==> config.mk <==
export PLATFORM = sky130hd
export DESIGN_NAME = rr_grant_scheduler4
export DESIGN_NICKNAME = d
export VERILOG_FILES = /design/src/rtl/rr_grant_scheduler4_pkg.sv /design/src/rtl/rr_grant_scheduler4_dec.sv /design/src/rtl/rr_grant_scheduler4.sv
export SDC_FILE = /design/constraint.sdc
export NUM_CORES = 1
export LEC_CHECK = 0
export BUFFER_PORTS_ARGS = -buffer_cell sky130_fd_sc_hd__buf_2
export CAP_MARGIN = 15
export CORE_AREA = 2 2 39 41
export CTS_BUF_LIST = sky130_fd_sc_hd__clkbuf_8 sky130_fd_sc_hd__clkbuf_16
export CTS_CLUSTER_SIZE = 24
export DETAILED_ROUTE_END_ITERATION = 8
export DIE_AREA = 0 0 41 43
export GPL_ROUTABILITY_DRIVEN = 0
export MAX_ROUTING_LAYER = met4
export PLACE_DENSITY_LB_ADDON = 0.2
export SETUP_SLACK_MARGIN = 0.3
export SYNTH_ARGS = -nofsm -noshare
export SYNTH_HDL_FRONTEND = slang
export SYNTH_SLANG_ARGS = --single-unit
export TNS_END_PERCENT = 20
==> constraint.sdc <==
create_clock -name clk -period 3.6 [get_ports clk]
set_input_delay 0 -clock clk [delete_from_list [all_inputs] [get_ports clk]]
set_output_delay 0 -clock clk [all_outputs]
set_load 0.01 [all_outputs]
==> src/rtl/rr_grant_scheduler4_pkg.sv <==
// Shared types and constants for the 4-way round-robin grant scheduler.
// Defines requester count, index width and the IDLE/GRANT state encoding.
package rr_grant_scheduler4_pkg;

  localparam int NREQ  = 4;
  localparam int IDX_W = 2;

  typedef enum logic {
    ST_IDLE  = 1'b0,
    ST_GRANT = 1'b1
  } state_e;

endpackage

==> src/rtl/rr_grant_scheduler4_dec.sv <==
// Behavioural 2-to-4 decoder: one-hot out[address] when enable, else 0.
// Ports: address (index), enable (active-high), out (one-hot, NREQ wide).
module rr_grant_scheduler4_dec
  import rr_grant_scheduler4_pkg::*;
(
  input  logic [IDX_W-1:0] address,
  input  logic             enable,
  output logic [NREQ-1:0]  out
);

  always_comb begin
    out = '0;
    if (enable) begin
      unique case (address)
        2'd0: out = 4'b0001;
        2'd1: out = 4'b0010;
        2'd2: out = 4'b0100;
        2'd3: out = 4'b1000;
        default: out = '0;
      endcase
    end
  end

endmodule

==> src/rtl/rr_grant_scheduler4.sv <==
// Round-robin scheduler granting one shared resource among 4 requesters.
// Ports: clk, reset (sync, active-high), req[3:0], done (owner release),
//   gnt[3:0] one-hot, gnt_valid, gnt_id[1:0], timeout (forced-release pulse).
// Optional macro ARB_TIMEOUT_EN: force release after MAX_HOLD grant cycles.
module rr_grant_scheduler4
  import rr_grant_scheduler4_pkg::*;
#(
  parameter int MAX_HOLD = 8,
  parameter int CNT_W    = 4
) (
  input  logic             clk,
  input  logic             reset,
  input  logic [NREQ-1:0]  req,
  input  logic             done,
  output logic [NREQ-1:0]  gnt,
  output logic             gnt_valid,
  output logic [IDX_W-1:0] gnt_id,
  output logic             timeout
);

  if (2**CNT_W <= MAX_HOLD) begin : g_bad_cfg
    $error("CNT_W too narrow for MAX_HOLD");
  end

  state_e           state_q, state_d;
  logic [IDX_W-1:0] gnt_id_q, gnt_id_d;
  logic [IDX_W-1:0] last_q, last_d;
  logic [IDX_W-1:0] winner;
  logic [IDX_W-1:0] scan_idx;
  logic             found;
  logic             release_req;

`ifdef ARB_TIMEOUT_EN
  localparam logic [CNT_W-1:0] HOLD_LAST =
    CNT_W'(MAX_HOLD - 1);

  logic [CNT_W-1:0] hold_cnt_q, hold_cnt_d;
  logic             timeout_q, timeout_d;
`endif

  // Scan starts just after the last owner so it ends up lowest priority.
  always_comb begin
    winner   = last_q;
    found    = 1'b0;
    scan_idx = last_q;
    for (int i = 1; i <= NREQ; i++) begin
      scan_idx = last_q + IDX_W'(i);
      if (!found && req[scan_idx]) begin
        winner = scan_idx;
        found  = 1'b1;
      end
    end
  end

  assign release_req = done | ~req[gnt_id_q];

  always_comb begin
    state_d  = state_q;
    gnt_id_d = gnt_id_q;
    last_d   = last_q;
`ifdef ARB_TIMEOUT_EN
    hold_cnt_d = hold_cnt_q;
    timeout_d  = 1'b0;
`endif
    unique case (state_q)
      ST_IDLE: begin
        if (|req) begin
          state_d  = ST_GRANT;
          gnt_id_d = winner;
`ifdef ARB_TIMEOUT_EN
          hold_cnt_d = '0;
`endif
        end
      end
      ST_GRANT: begin
        if (release_req) begin
          state_d = ST_IDLE;
          last_d  = gnt_id_q;
        end
`ifdef ARB_TIMEOUT_EN
        else if (hold_cnt_q == HOLD_LAST) begin
          state_d   = ST_IDLE;
          last_d    = gnt_id_q;
          timeout_d = 1'b1;
        end else begin
          hold_cnt_d = hold_cnt_q + 1'b1;
        end
`endif
      end
      default: state_d = ST_IDLE;
    endcase
  end

  always_ff @(posedge clk) begin
    if (reset) begin
      state_q  <= ST_IDLE;
      gnt_id_q <= 2'd3;
      last_q   <= 2'd3;
    end else begin
      state_q  <= state_d;
      gnt_id_q <= gnt_id_d;
      last_q   <= last_d;
    end
  end

`ifdef ARB_TIMEOUT_EN
  always_ff @(posedge clk) begin
    if (reset) begin
      hold_cnt_q <= '0;
      timeout_q  <= 1'b0;
    end else begin
      hold_cnt_q <= hold_cnt_d;
      timeout_q  <= timeout_d;
    end
  end

  assign timeout = timeout_q;
`else
  assign timeout = 1'b0;
`endif

  assign gnt_valid = (state_q == ST_GRANT);
  assign gnt_id    = gnt_id_q;

  rr_grant_scheduler4_dec u_gnt_dec (
    .address (gnt_id_q),
    .enable  (gnt_valid),
    .out     (gnt)
  );

endmodule
==> key figures <==
Status
  • Status: finished, final reports clean

Synth
  • Synth area leader: dfxtp_1
  • Yosys cell types: 29
  • FF+latch count, synth: 5
  • Mapped Nets: 57
  • Top post-synthesis cells by area: dfxtp_1, mux2_4, mux2i_1
  • Post-synth ARST share: 0%
  • Synthesis Warnings: 0
  • Mapped Area: just over 400 sq um
  • Top FF cell, synth: dfxtp_1
  • Post-synth EDFFs: 0
  • Average size of a mapped cell: approximately 8 sq um
  • Cells after Synth: 50
  • Seq/Total Area, Yosys: 24.8%
  • Top cell type's share of synthesized area: about a quarter

Global route
  • First-pass GRT wire length: around 1500 um
  • Initial antenna violation count: 0
  • Vias in the first global route: 318
  • Aggregate global-route resource usage: approximately 13%
  • Largest net degree at the start of global routing: 11
  • Total grt overflow: 0

Layout
  • Most frequent cells in the layout: buf_2, dfxtp_1, inv_1
  • Nets: 70
  • Sequential cell area: between 100 and 150 sq um
  • Final core utilization: between 30% and 40%
  • Layout cell share with drive strength beyond 1: between 30% and 40%
  • Fillers: about 160
  • Multi-input logic area: between 200 and 300 sq um
  • Most common cell after layout, fill and taps aside: buf_2
  • Area Growth Syn to Fin: 24.8%
  • Ant. Diodes: 0

Timing
  • Setup Viol. Count Final: 0
  • Slew headroom: between 50% and 60%
  • Slew Viols, Final: 0
  • Unrepaired setup endpoints after global routing: no
  • Worst slew pin tran: ~0.65 ns
  • Clock skew: 0.00201 ns
  • F_max: 631 MHz
  • Final Hold Vio Count: 0
  • Setup TNS: 0 ns
  • Hold_ws: about 0.037 ns
  • Min Tclk post-route: 1.58 ns
  • Final Cycle Share: 44.0%

CTS
  • Worst-Skew Late Latency: about 0.22 ns
  • Hold Buf Count CTS: 0
  • Post_cts resized: 0
  • H-tree depth: 1
  • Clk slew on worst S/H paths: approximately 0.04 ns
  • Setup Fix Bufs, Post-CTS: 0
  • Sinks on Clock Net: 5
  • CTS buffer count: 3
  • Clk buf depth: 2
  • Root buffer cell: clkbuf_8
  • CTS tree: yes

Critical path
  • Critical Path, Cell by Cell: mux2_4 -> a221o_1 -> a211o_1
  • Worst EP required: between 3 and 4 ns
  • Setup crit end kind: register
  • Critical Path Fanout Max: 9
  • Worst path max stage delay: between 0.5 and 0.6 ns
  • Crit-path slowest cell: dfxtp_1
  • Worst path arrival time: 1.69 ns
  • Startpoint Class: register
  • Type of the worst setup path: register to register

Floorplan
  • Site Rows: 14
  • Core ar.: 1380 sq um
  • Die width: about 40 um
  • Ports: 15
  • Die H: 43 um
  • Die area: 1760 sq um
  • Starting Density: 29.2%

Route
  • Wire per inst: between 10 and 15 um
  • DRC viols: 0
  • DRT Wirelength: 903 um
  • Drt first pass iters: 4
  • Initial DRC Count: 15
  • Final ANT Viol Nets: 0
  • Vias: about 400
  • Vias per cell: slightly above 5

Worst hold path
  • Hold Path Class: input pin to register

Pwr
  • Total power: ~230 uW
  • Maximum VDD drop: between 200 and 250 uV
  • Leak Pwr: around 0.24 nW
  • Pwr Density: approximately 450 nW/um^2

Placement
  • Hpwl dp: just under 700 um
  • Buffers on Ports: 13

Flow run
  • Max cap viols: 0
[worst paths after layout]
check                                from  slack (ns)  cells after the start   endpoint
worst min register to register  last_q[0]        0.57                      1  last_q[0]
worst max register to register  gnt_id[0]        2.02                      3  last_q[0]
worst max-delay path            gnt_id[0]        2.02                      3  last_q[0]
worst min-delay path                reset        0.04                      2  last_q[0]
[cell families (layout without fill, tap and decap cells)]
logic type | count (synthesis) | count (layout) | synth area share [%]
multiplexers | 4 | 4 | 12.4
flip-flops | 5 | 5 | 24.8
AND/OR/NAND/NOR | 19 | 19 | 26.3
AO/OA/AOI/OAI | 13 | 13 | 25.4
buffers and inverters | 8 | 20 | 10.2
other | 1 | 1 | 0.928
[final cells by class]
cell class                 instances  area share (%)
clock buffer                       3            8.19
multi-input combinational         37            52.1
tap                               16            3.97
timing repair buffer              13            12.9
sequential                         5            19.9
clock inverter                     1           0.744
inverter                           3            2.23
[layer usage]
layer,GRT usage (%),share of wire (%),routed length (um)
met5,-,0,0
met4,2.00,0,0
met3,6.28,6.8,61
met2,15.9,41,366
met1,18.4,53,475
[power breakdown]
part           switching [mW]  internal [mW]  total, mW
combinational          0.0234         0.0286     0.0520
sequential             0.0139         0.0619     0.0758
clock                  0.0271         0.0731      0.100
[state kept, by name, summed over array words and instances, names as in the netlist]
name       cells
last_q         2
gnt_id         2
gnt_valid      1
[critical path: cells and delay by family, from the launching register on]
kind	cells	cell delay [ns]
AOI/OAI and AO/OA	2	0.62
DFF	1	0.51
muxes	1	0.35
[synthesized netlist by cell type, types with 2 or more instances]
cell      instances
dfxtp_1           5
a21oi_1           3
clkbuf_1          3
inv_1             3
nand2_1           3
nor2_1            3
nor3_1            3
a211o_1           2
mux2_4            2
mux2i_1           2
nor2b_1           2
nor3b_1           2
[through the flow]
step / area (sq um) / cells / setup slack (ns)
after floorplan: 404 / 50 / 2.08
final: 504 / 78 / 2.02
after global placement: 459 / 74 / 2.05
after CTS: 504 / 78 / 2.02
after global routing: 504 / 78 / 1.95
after detailed placement: 459 / 74 / 2.02
Power figures use the tool's default switching activity.
